==> src/rtl/stepper_pkg.sv <==
// Purpose : shared types and saturating speed arithmetic for the stepper move sequencer.
// Latency : n/a (types and pure functions only).
// Backpressure: n/a.
package stepper_pkg;

  localparam int SPEED_W = 10;

  typedef enum logic [2:0] {
    IDLE,
    ACCEL,
    CRUISE,
    DECEL,
    FINISH
  } move_state_t;

  // min(a + b, ceil). The sum is formed one bit wider so it never wraps.
  // ceil is itself 10 bits, so this also saturates to the 10-bit range.
  function automatic logic [SPEED_W-1:0] speed_add_sat(
    input logic [SPEED_W-1:0] a,
    input logic [SPEED_W-1:0] b,
    input logic [SPEED_W-1:0] ceil
  );
    logic [SPEED_W:0] sum;
    sum = {1'b0, a} + {1'b0, b};
    if (sum > {1'b0, ceil}) return ceil;
    return sum[SPEED_W-1:0];
  endfunction

  // max(a - b, floor). The subtraction only happens when a >= floor + b,
  // so it can never underflow.
  function automatic logic [SPEED_W-1:0] speed_sub_floor(
    input logic [SPEED_W-1:0] a,
    input logic [SPEED_W-1:0] b,
    input logic [SPEED_W-1:0] floor
  );
    logic [SPEED_W:0] lim;
    lim = {1'b0, floor} + {1'b0, b};
    if ({1'b0, a} < lim) return floor;
    return a - b;
  endfunction

endpackage

==> src/rtl/stepper_ramp_gen.sv <==
// Purpose : ramp tick divider plus the speed register, with load/up/down/hold and saturation.
// Latency : speed changes one cycle after a load or a tick.
// Backpressure: none; the controls are level inputs and are sampled every cycle.
// Ports   : clk_i/rst_ni are the clock and the synchronous active-low reset.
//           run_i enables the divider. load_i clears the divider and loads SPEED_MIN.
//           up_i/down_i select ramp up or ramp down on each tick. vmax_i is the ramp-up ceiling.
//           speed_o is the current speed.
module stepper_ramp_gen
  import stepper_pkg::*;
#(
  parameter int                  ACCEL_DIV  = 5000,
  parameter logic [SPEED_W-1:0]  ACCEL_STEP = 10'd10,
  parameter logic [SPEED_W-1:0]  SPEED_MIN  = 10'd50
) (
  input  logic               clk_i,
  input  logic               rst_ni,
  input  logic               run_i,
  input  logic               load_i,
  input  logic               up_i,
  input  logic               down_i,
  input  logic [SPEED_W-1:0] vmax_i,
  output logic [SPEED_W-1:0] speed_o
);

  localparam int               DIV_W    = (ACCEL_DIV > 1) ? $clog2(ACCEL_DIV) : 1;
  localparam logic [DIV_W-1:0] DIV_LAST = DIV_W'(ACCEL_DIV - 1);

  logic [DIV_W-1:0]   div_q, div_d;
  logic [SPEED_W-1:0] speed_q, speed_d;
  logic               tick;

  assign tick    = run_i && (div_q == DIV_LAST);
  assign speed_o = speed_q;

  always_comb begin
    div_d   = div_q;
    speed_d = speed_q;
    if (load_i) begin
      div_d = '0;
    end else if (run_i) begin
      div_d = (div_q == DIV_LAST) ? '0 : div_q + DIV_W'(1);
    end

    // A load wins over a tick, so a new move always starts from SPEED_MIN.
    if (load_i) begin
      speed_d = SPEED_MIN;
    end else if (tick && up_i) begin
      speed_d = speed_add_sat(speed_q, ACCEL_STEP, vmax_i);
    end else if (tick && down_i) begin
      speed_d = speed_sub_floor(speed_q, ACCEL_STEP, SPEED_MIN);
    end
  end

  always_ff @(posedge clk_i) begin
    if (!rst_ni) begin
      div_q   <= '0;
      speed_q <= '0;
    end else begin
      div_q   <= div_d;
      speed_q <= speed_d;
    end
  end

endmodule

==> src/rtl/stepper_move_sequencer.sv <==
// Purpose : runs one step/dir driver through a bounded relative move (accel, cruise, decel, stop on count).
// Latency : the driver is enabled at SPEED_MIN one cycle after accept; done pulses one cycle after the last step is counted.
// Backpressure: cmd_ready is high only in IDLE; a command presented while busy is dropped, not queued.
// Ports   : clock/reset_n are the clock and the synchronous active-low reset.
//           cmd_valid/cmd_ready/cmd_steps/cmd_dir/cmd_vmax form the move command. abort requests an early stop.
//           step_fb is the step feedback from the driver. drv_speed/drv_dir/drv_run_en drive the driver.
//           busy and the done/aborted pulse report status. steps_left is the remaining count.
module stepper_move_sequencer
  import stepper_pkg::*;
#(
  parameter int                  ACCEL_DIV  = 5000,
  parameter logic [SPEED_W-1:0]  ACCEL_STEP = 10'd10,
  parameter logic [SPEED_W-1:0]  SPEED_MIN  = 10'd50,
  parameter int                  CNT_W      = 24
) (
  input  logic               clock,
  input  logic               reset_n,
  input  logic               cmd_valid,
  output logic               cmd_ready,
  input  logic [CNT_W-1:0]   cmd_steps,
  input  logic               cmd_dir,
  input  logic [SPEED_W-1:0] cmd_vmax,
  input  logic               abort,
  input  logic               step_fb,
  output logic [SPEED_W-1:0] drv_speed,
  output logic               drv_dir,
  output logic               drv_run_en,
  output logic               busy,
  output logic               done,
  output logic               aborted,
  output logic [CNT_W-1:0]   steps_left
);

  move_state_t        state_q, state_d;
  logic [CNT_W-1:0]   steps_left_q, steps_left_d;
  logic [CNT_W-1:0]   ramp_steps_q, ramp_steps_d;
  logic [SPEED_W-1:0] vmax_q, vmax_d;
  logic               dir_q, dir_d;
  logic               aborted_q, aborted_d;
  logic               step_q;

  logic               accept;
  logic               moving;
  logic               step_edge;
  logic [SPEED_W-1:0] speed;

  assign step_edge = step_fb & ~step_q;

  stepper_ramp_gen #(
    .ACCEL_DIV  (ACCEL_DIV),
    .ACCEL_STEP (ACCEL_STEP),
    .SPEED_MIN  (SPEED_MIN)
  ) u_ramp (
    .clk_i   (clock),
    .rst_ni  (reset_n),
    .run_i   (busy),
    .load_i  (accept),
    .up_i    (state_q == ACCEL),
    .down_i  (state_q == DECEL),
    .vmax_i  (vmax_q),
    .speed_o (speed)
  );

  always_comb begin
    state_d      = state_q;
    steps_left_d = steps_left_q;
    ramp_steps_d = ramp_steps_q;
    vmax_d       = vmax_q;
    dir_d        = dir_q;
    aborted_d    = aborted_q;

    moving     = (state_q == ACCEL) || (state_q == CRUISE) || (state_q == DECEL);
    accept     = cmd_valid && (state_q == IDLE);
    cmd_ready  = (state_q == IDLE);
    busy       = (state_q != IDLE);
    drv_run_en = moving;
    drv_speed  = moving ? speed : '0;
    drv_dir    = dir_q;
    done       = (state_q == FINISH);
    aborted    = (state_q == FINISH) && aborted_q;
    steps_left = steps_left_q;

    // ramp_steps records how many steps the ramp-up consumed. The ramp-down needs
    // about the same number, so braking starts once steps_left falls to that count.
    if (moving && step_edge) begin
      steps_left_d = (steps_left_q == '0) ? '0 : steps_left_q - CNT_W'(1);
      if (state_q == ACCEL) ramp_steps_d = ramp_steps_q + CNT_W'(1);
    end

    // The branch order in each moving state sets the priority:
    // count exhausted, then abort, then the ramp transition.
    case (state_q)
      IDLE: begin
        if (accept) begin
          steps_left_d = cmd_steps;
          dir_d        = cmd_dir;
          vmax_d       = (cmd_vmax < SPEED_MIN) ? SPEED_MIN : cmd_vmax;
          ramp_steps_d = '0;
          aborted_d    = 1'b0;
          state_d      = (cmd_steps == '0) ? FINISH : ACCEL;
        end
      end
      ACCEL: begin
        if (steps_left_q == '0) begin
          state_d = FINISH;
        end else if (abort) begin
          aborted_d = 1'b1;
          state_d   = DECEL;
        end else if (steps_left_q <= ramp_steps_q) begin
          state_d = DECEL;
        end else if (speed == vmax_q) begin
          state_d = CRUISE;
        end
      end
      CRUISE: begin
        if (steps_left_q == '0) begin
          state_d = FINISH;
        end else if (abort) begin
          aborted_d = 1'b1;
          state_d   = DECEL;
        end else if (steps_left_q <= ramp_steps_q) begin
          state_d = DECEL;
        end
      end
      DECEL: begin
        if (steps_left_q == '0) begin
          state_d = FINISH;
        end else begin
          // An abort during a normal ramp-down also ends the move early, once the ramp is at the floor.
          if (abort) aborted_d = 1'b1;
          if ((abort || aborted_q) && (speed == SPEED_MIN)) state_d = FINISH;
        end
      end
      FINISH: begin
        state_d = IDLE;
      end
      default: begin
        state_d = IDLE;
      end
    endcase
  end

  always_ff @(posedge clock) begin
    if (!reset_n) begin
      state_q      <= IDLE;
      steps_left_q <= '0;
      ramp_steps_q <= '0;
      vmax_q       <= '0;
      dir_q        <= 1'b0;
      aborted_q    <= 1'b0;
      step_q       <= 1'b0;
    end else begin
      state_q      <= state_d;
      steps_left_q <= steps_left_d;
      ramp_steps_q <= ramp_steps_d;
      vmax_q       <= vmax_d;
      dir_q        <= dir_d;
      aborted_q    <= aborted_d;
      step_q       <= step_fb;
    end
  end

endmodule

==> config.mk <==
export PLATFORM = sky130hd
export DESIGN_NAME = stepper_move_sequencer
export DESIGN_NICKNAME = d
export VERILOG_FILES = /design/src/rtl/stepper_pkg.sv /design/src/rtl/stepper_ramp_gen.sv /design/src/rtl/stepper_move_sequencer.sv
export SDC_FILE = /design/constraint.sdc
export NUM_CORES = 1
export LEC_CHECK = 0
export ABC_CLOCK_PERIOD_IN_PS = 3800
export CORE_MARGIN = 2
export CORE_UTILIZATION = 45
export DETAILED_ROUTE_END_ITERATION = 12
export GPL_ROUTABILITY_DRIVEN = 0
export PLACE_DENSITY_LB_ADDON = 0.2
export SETUP_SLACK_MARGIN = 0.02
export SYNTH_ARGS = -nofsm -noshare
export SYNTH_HDL_FRONTEND = slang
export SYNTH_SLANG_ARGS = --single-unit
export TNS_END_PERCENT = 10
==> constraint.sdc <==
create_clock -name clock -period 3.8 [get_ports clock]
set_clock_uncertainty 0.05 [all_clocks]
set_input_delay 0.57 -clock clock [delete_from_list [all_inputs] [get_ports clock]]
set_output_delay 0.57 -clock clock [all_outputs]
set_load 0.01 [all_outputs]
Yosys cells after proc, flatten, opt, wreduce, memory -nomap -nowiden
Index checks and enable logic that the tools add are counted.

$add $sub $neg: 5. Reductions and logical operators: 22. $lt $le $gt $ge: 4. Bitwise gates (word level): 3. Mux-type cells: 41. Equal/unequal tests: 13.

Operator list (count): $mux 24 (8); $mux 10 (8); $logic_not 24->1 (2); $mux 3 (11); $add 24x1->24 const B (1); $le 24x24->1 (1); $sub 24x1->24 const B (1); $lt 10x6->1 const B (2); $add 13x1->13 const B (1); $eq 13x13->1 const B (1); $mux 13 (1); $pmux 3 s4 (1); $add 10x4->11 const B (1); $gt 11x10->1 (1); $eq 10x10->1 (1); $eq 10x6->1 const B (1); $mux 1 (10); $sub 10x4->10 const B (1); $reduce_and 4->1 (2); $logic_and 1x1->1 (7); $eq 3x2->1 const B (2); $mux 6 (1); $reduce_bool 3->1 (2); $ne 5x5->1 const B (1); 15 further kinds (20).

Logic and storage cells: 98. Bits in registers: 87. Bits of input ports: 40. Output and inout port bits: 40.

Depth between registers and ports, before layout
Depth in word-level cells: 10. Depth in mapped cells: 14. Depth with buffers taken out: 12.

Cells and area by module
From an unflattened synthesis, not the netlist that was laid out.

Cell total of the unflattened synthesis: 712. Area total of the unflattened synthesis: 5651.7 µm².

By module, submodules not included: stepper_move_sequencer (cells each 478, seq. area each 1281.2 µm², times used 1, area an instance 3836.2 µm²); stepper_ramp_gen (cells each 234, seq. area each 460.4 µm², times used 1, area an instance 1815.5 µm²).

Worst setup path before layout
OpenSTA, ideal clock, no wires.

Path kind: reg2reg. Start point: register u_ramp.speed_q[6], in the netlist u_ramp.speed_o[6]. End point: register u_ramp.speed_q[3], in the netlist u_ramp.speed_o[3]. Stages on the path, launching flop included: 15. Period minus slack after synthesis: 2.857 ns. Buffers on the path: 2. Slack: 0.943 ns. Required time: 3.623 ns. Setup time: 0.127 ns. Arrival: 2.681 ns. Cell sequence: dfxtp_1 -> clkbuf_1 -> and3_1 -> and3_1 -> o21ai_0 -> xnor2_1 -> ha_1 -> nand3_1 -> nor3_1 -> a21oi_1 -> a32oi_1 -> buf_2 -> mux2_2 -> nand3_1 -> a21oi_1.

Longest elaborated chain between the ends: 8. Elaborated cells on any way between the ends: 14. Classes of those cells: add/sub (1); order compare (2); mux (11).

RTL lines: start: declaration (line stepper_ramp_gen.sv:29) `logic [SPEED_W-1:0] speed_q, speed_d;`; start signal: assignment (line stepper_ramp_gen.sv:60) `speed_q <= speed_d;`; branches (longest 7 deep; another with $add 10x4->11); $mux 10 (*) (line stepper_ramp_gen.sv:47) `end else if (tick && up_i) begin`.

Every way passes the cells marked *. The select of a mux whose other input is x is not followed. A chain may end at the register's enable or synchronous reset.

Final worst setup path
Start point: register u_ramp.speed_q[3], in the netlist u_ramp.speed_o[3]. End point: register u_ramp.speed_q[8], in the netlist u_ramp.speed_o[8].

Same word-level chain as after synthesis.

==> impl_metrics.toml <==
[worst_hold_path]
hold_start = "drv_dir$_SDFFE_PN0P_"
hold_depth = 2
hold_path_class = "reg2reg"
holdPathEnd = "drv_dir$_SDFFE_PN0P_"

[placement]
dpl_cell_area_um2 = 6370
io_buffer_count = 79
dpl.hpwl_mm = 11.2

[floorplan]
die_w_um = 114
core_um2 = 11900
fp-row-count = 40
io_pins = 80
die_y_um = 114
start_util_pct = 45.8
die_area_um2 = 13000

[setup_path]
cp_max_fo = 13
cpPeakStageDelay_ns = 0.45
arrival_ns = 3.38
cpMostUsedCell = "a21oi_1"
r2r_cells = 13
required_ns = 4.00
crit_type = "reg2reg"
r2r-start = "u_ramp.speed_o[3]$_SDFFE_PP0P_"
worst_setup_path_end_kind = "flip-flop"
crit_path_start_kind = "flip-flop"
rrSetupSlack_ns = 0.62
crit_path_cell_trace = "a21oi_1 > inv_1 > and3_1 > xor2_1 > ha_1 > a21o_1 > a21oi_1 > nand4b_1 > a32oi_1 > buf_4 > mux2i_1 > o221ai_1 > o211a_1"
cp_slowest_cell = "dfxtp_1"
r2r_end = "u_ramp.speed_o[8]$_SDFFE_PP0P_"

[sta]
slew_violations = 0
max_freq_ghz = 0.314
rsz0062_at_grt = "no"
worst_pin_slew_ns = 0.842
tns_ns = 0
hold_viol = 0
finalCriticalPeriod_ns = 3.18
setup_viol = 0
slew_headroom_pct = 43.5
period_share_pct = 83.7

[route]
remaining_drc_errors = 0
drtIter0Drc = 301
totalWireLength_mm = 14.8
ant_nets = 0
post_drt_wl_per_cell_um = 16.3
drtPass1Iterations = 4
viasPerCell = 5.67
vias = 5158

[cts]
cts_max_level = 3
cts_buffer_depth = 2
ctsHoldBuffers = 0
postCtsSetupBuffers = 0
cts_tree = "built"
post_cts_resized = 0
worst_skew_pair.late_latency_ns = 0.35
numCtsBuffers = 9
clk_pin_slew_ns = 0.07
clkSinkCount = 87
clock-root-buffer = "clkbuf_16"

[finish]
fin_area_um2 = 6690
area_growth_syn_to_layout_pct = 22.7
nFillCells = 1144
drive_gt1_share_pct = 4.72
nets = 837
diodes = 0

[yosys]
synthTopCellsByArea = "dfxtp_1 32%, ha_1 8.9%, xnor2_1 7.5%"
syn_nets = 768
synth_top_area_share_pct = 31.9
yosysTopAreaCell = "dfxtp_1"
syn_area_um2 = 5450
synth-async-reset-ratio_pct = 0
synthCells = 689
ys_seq_area_share_pct = 31.9
synth-main-ff-cell = "dfxtp_1"
synth_edf_count = 0
syn_area_per_cell_um2 = 7.91
synth_cell_types = 58
yosys_warnings = 0
synth-seq-cells = 87

[grt]
grt_pass1_wl_mm = 24.4
antenna_found_initial = 0
grt_max_degree = 29
overflow = 0
grt_pass1_vias = 5005
grt_usage_pct = 23.5

[pwr]
leakage_nw = 2.54
vdd_drop_max_mv = 0.315
power_mw = 3.90
cellPowerDensity_nw_per_um2 = 584

[flow_run]
drv_cap = 0

[run_status]
status = "completed"
## final cells by class
type                       count  area [um2]  area share, %
clock buffer                   9         225           3.37
clock inverter                 7        96.3           1.44
inverter                      41         154           2.30
multi-input combinational    532        3440           51.4
sequential                    87        1740           26.0
tap                          147         184           2.75
timing repair buffer          87         851           12.7
## routing by layer
| metal | track usage (%) | vias to the layer above | wire, um |
|---|---|---|---|
| met2 | 37.6 | 140 | 6930 |
| met4 | 9.35 | 0 | 339 |
| met3 | 3.12 | 23 | 664 |
| met5 | 0 | - | 0 |
| met1 | 32.2 | 2453 | 6860 |
| li1 | - | 2542 | - |
## stage by stage
stage	instances	util, %	hold WS, ns	setup slack, ns
finish	910	56.2	0.414	0.619
floorplan	689	-	0.412	0.943
global route	910	56.2	0.442	0.302
CTS	910	56.2	0.420	0.637
global placement	894	53.5	0.402	0.600
detailed placement	894	53.5	0.412	0.493
## worst max path at each step
stage / startpoint / endpoint / slack (ns)
2_1_floorplan: u_ramp.speed_o[6]$_SDFFE_PP0P_ / u_ramp.speed_o[3]$_SDFFE_PP0P_ / 0.94
3_3_place_gp: step_fb / ramp_steps_q[23]$_SDFF_PN0_ / 0.60
3_5_place_dp: step_fb / steps_left[19]$_SDFF_PN0_ / 0.49
4_1_cts: u_ramp.speed_o[3]$_SDFFE_PP0P_ / u_ramp.speed_o[3]$_SDFFE_PP0P_ / 0.64
5_1_grt: u_ramp.speed_o[3]$_SDFFE_PP0P_ / u_ramp.speed_o[8]$_SDFFE_PP0P_ / 0.30
6_report: u_ramp.speed_o[3]$_SDFFE_PP0P_ / u_ramp.speed_o[8]$_SDFFE_PP0P_ / 0.62
## layout by cell type (no fill, tap or decap), types with 3 or more instances in the layout
cell type / count
nand3_1: 21
inv_1: 40
nor3_1: 27
o211a_1: 5
nor4_1: 18
mux2i_1: 8
o21ai_0: 45
clkinvlp_4: 3
nor3b_1: 5
nor2b_1: 4
nand4_1: 13
nand2b_1: 4
xnor2_1: 47
nand2_1: 87
o311a_1: 6
buf_4: 8
or3_1: 6
a21oi_1: 32
xor2_1: 26
or4_1: 3
nor2_1: 63
o221ai_1: 3
and2_1: 14
and3_1: 8
clkdlybuf4s50_1: 79
a21boi_0: 6
clkbuf_16: 9
o21a_1: 3
dfxtp_1: 87
ha_1: 39
## worst max-delay path: cells and delay by family (launching register included)
| family | cells | cell delay, ns |
|---|---|---|
| flip-flops | 1 | 0.45 |
| AO/OA/AOI/OAI | 6 | 1.17 |
| multiplexers | 1 | 0.24 |
| adder cells (fa/ha/maj) | 1 | 0.28 |
| AND/OR/NAND/NOR | 2 | 0.33 |
| buffers and inverters | 2 | 0.36 |
| XOR/XNOR | 1 | 0.19 |
## synth_stat cells (all sizes together) (3+ instances only)
cell type   n
a21boi      6
a21oi      32
and2       14
and3        8
buf         6
clkbuf     23
dfxtp      87
ha         39
inv        41
mux2i       8
nand2      88
nand2b      4
nand3      21
nand4      13
nor2       63
nor2b       5
nor3       29
nor3b       6
nor4       20
o211a       5
o21a        3
o21ai      46
o221ai      3
o311a       6
o31ai       3
or3         7
or4         4
xnor2      47
xor2       26
## power breakdown
| part | total (mW) | leakage [nW] | internal [mW] | switching (mW) |
|---|---|---|---|---|
| clock network | 0.969 | 0.148 | 0.577 | 0.392 |
| logic | 1.67 | 1.69 | 0.751 | 0.915 |
| registers | 1.27 | 0.708 | 1.04 | 0.225 |
## flip-flops by register name, summed over array words and instances (netlist names), named ones only
signal	count
state_q	3
steps_left	24
vmax_q	10
u_ramp.div_q	13
ramp_steps_q	24
u_ramp.speed_o	9
step_q	1
drv_dir	1
aborted_q	1
## kinds of logic (layout without fill, tap and decap cells)
| logic type | after synthesis | after routing | share of synthesized area (%) |
|---|---|---|---|
| AO/OA/AOI/OAI | 123 | 123 | 14.2 |
| AND/OR/NAND/NOR | 288 | 288 | 26.4 |
| buffers and inverters | 70 | 144 | 5.12 |
| XOR/XNOR | 73 | 73 | 11.7 |
| flip-flops | 87 | 87 | 31.9 |
| adder cells (fa/ha/maj) | 39 | 39 | 8.95 |
| multiplexers | 9 | 9 | 1.68 |
(Power assumes the default switching activity.)
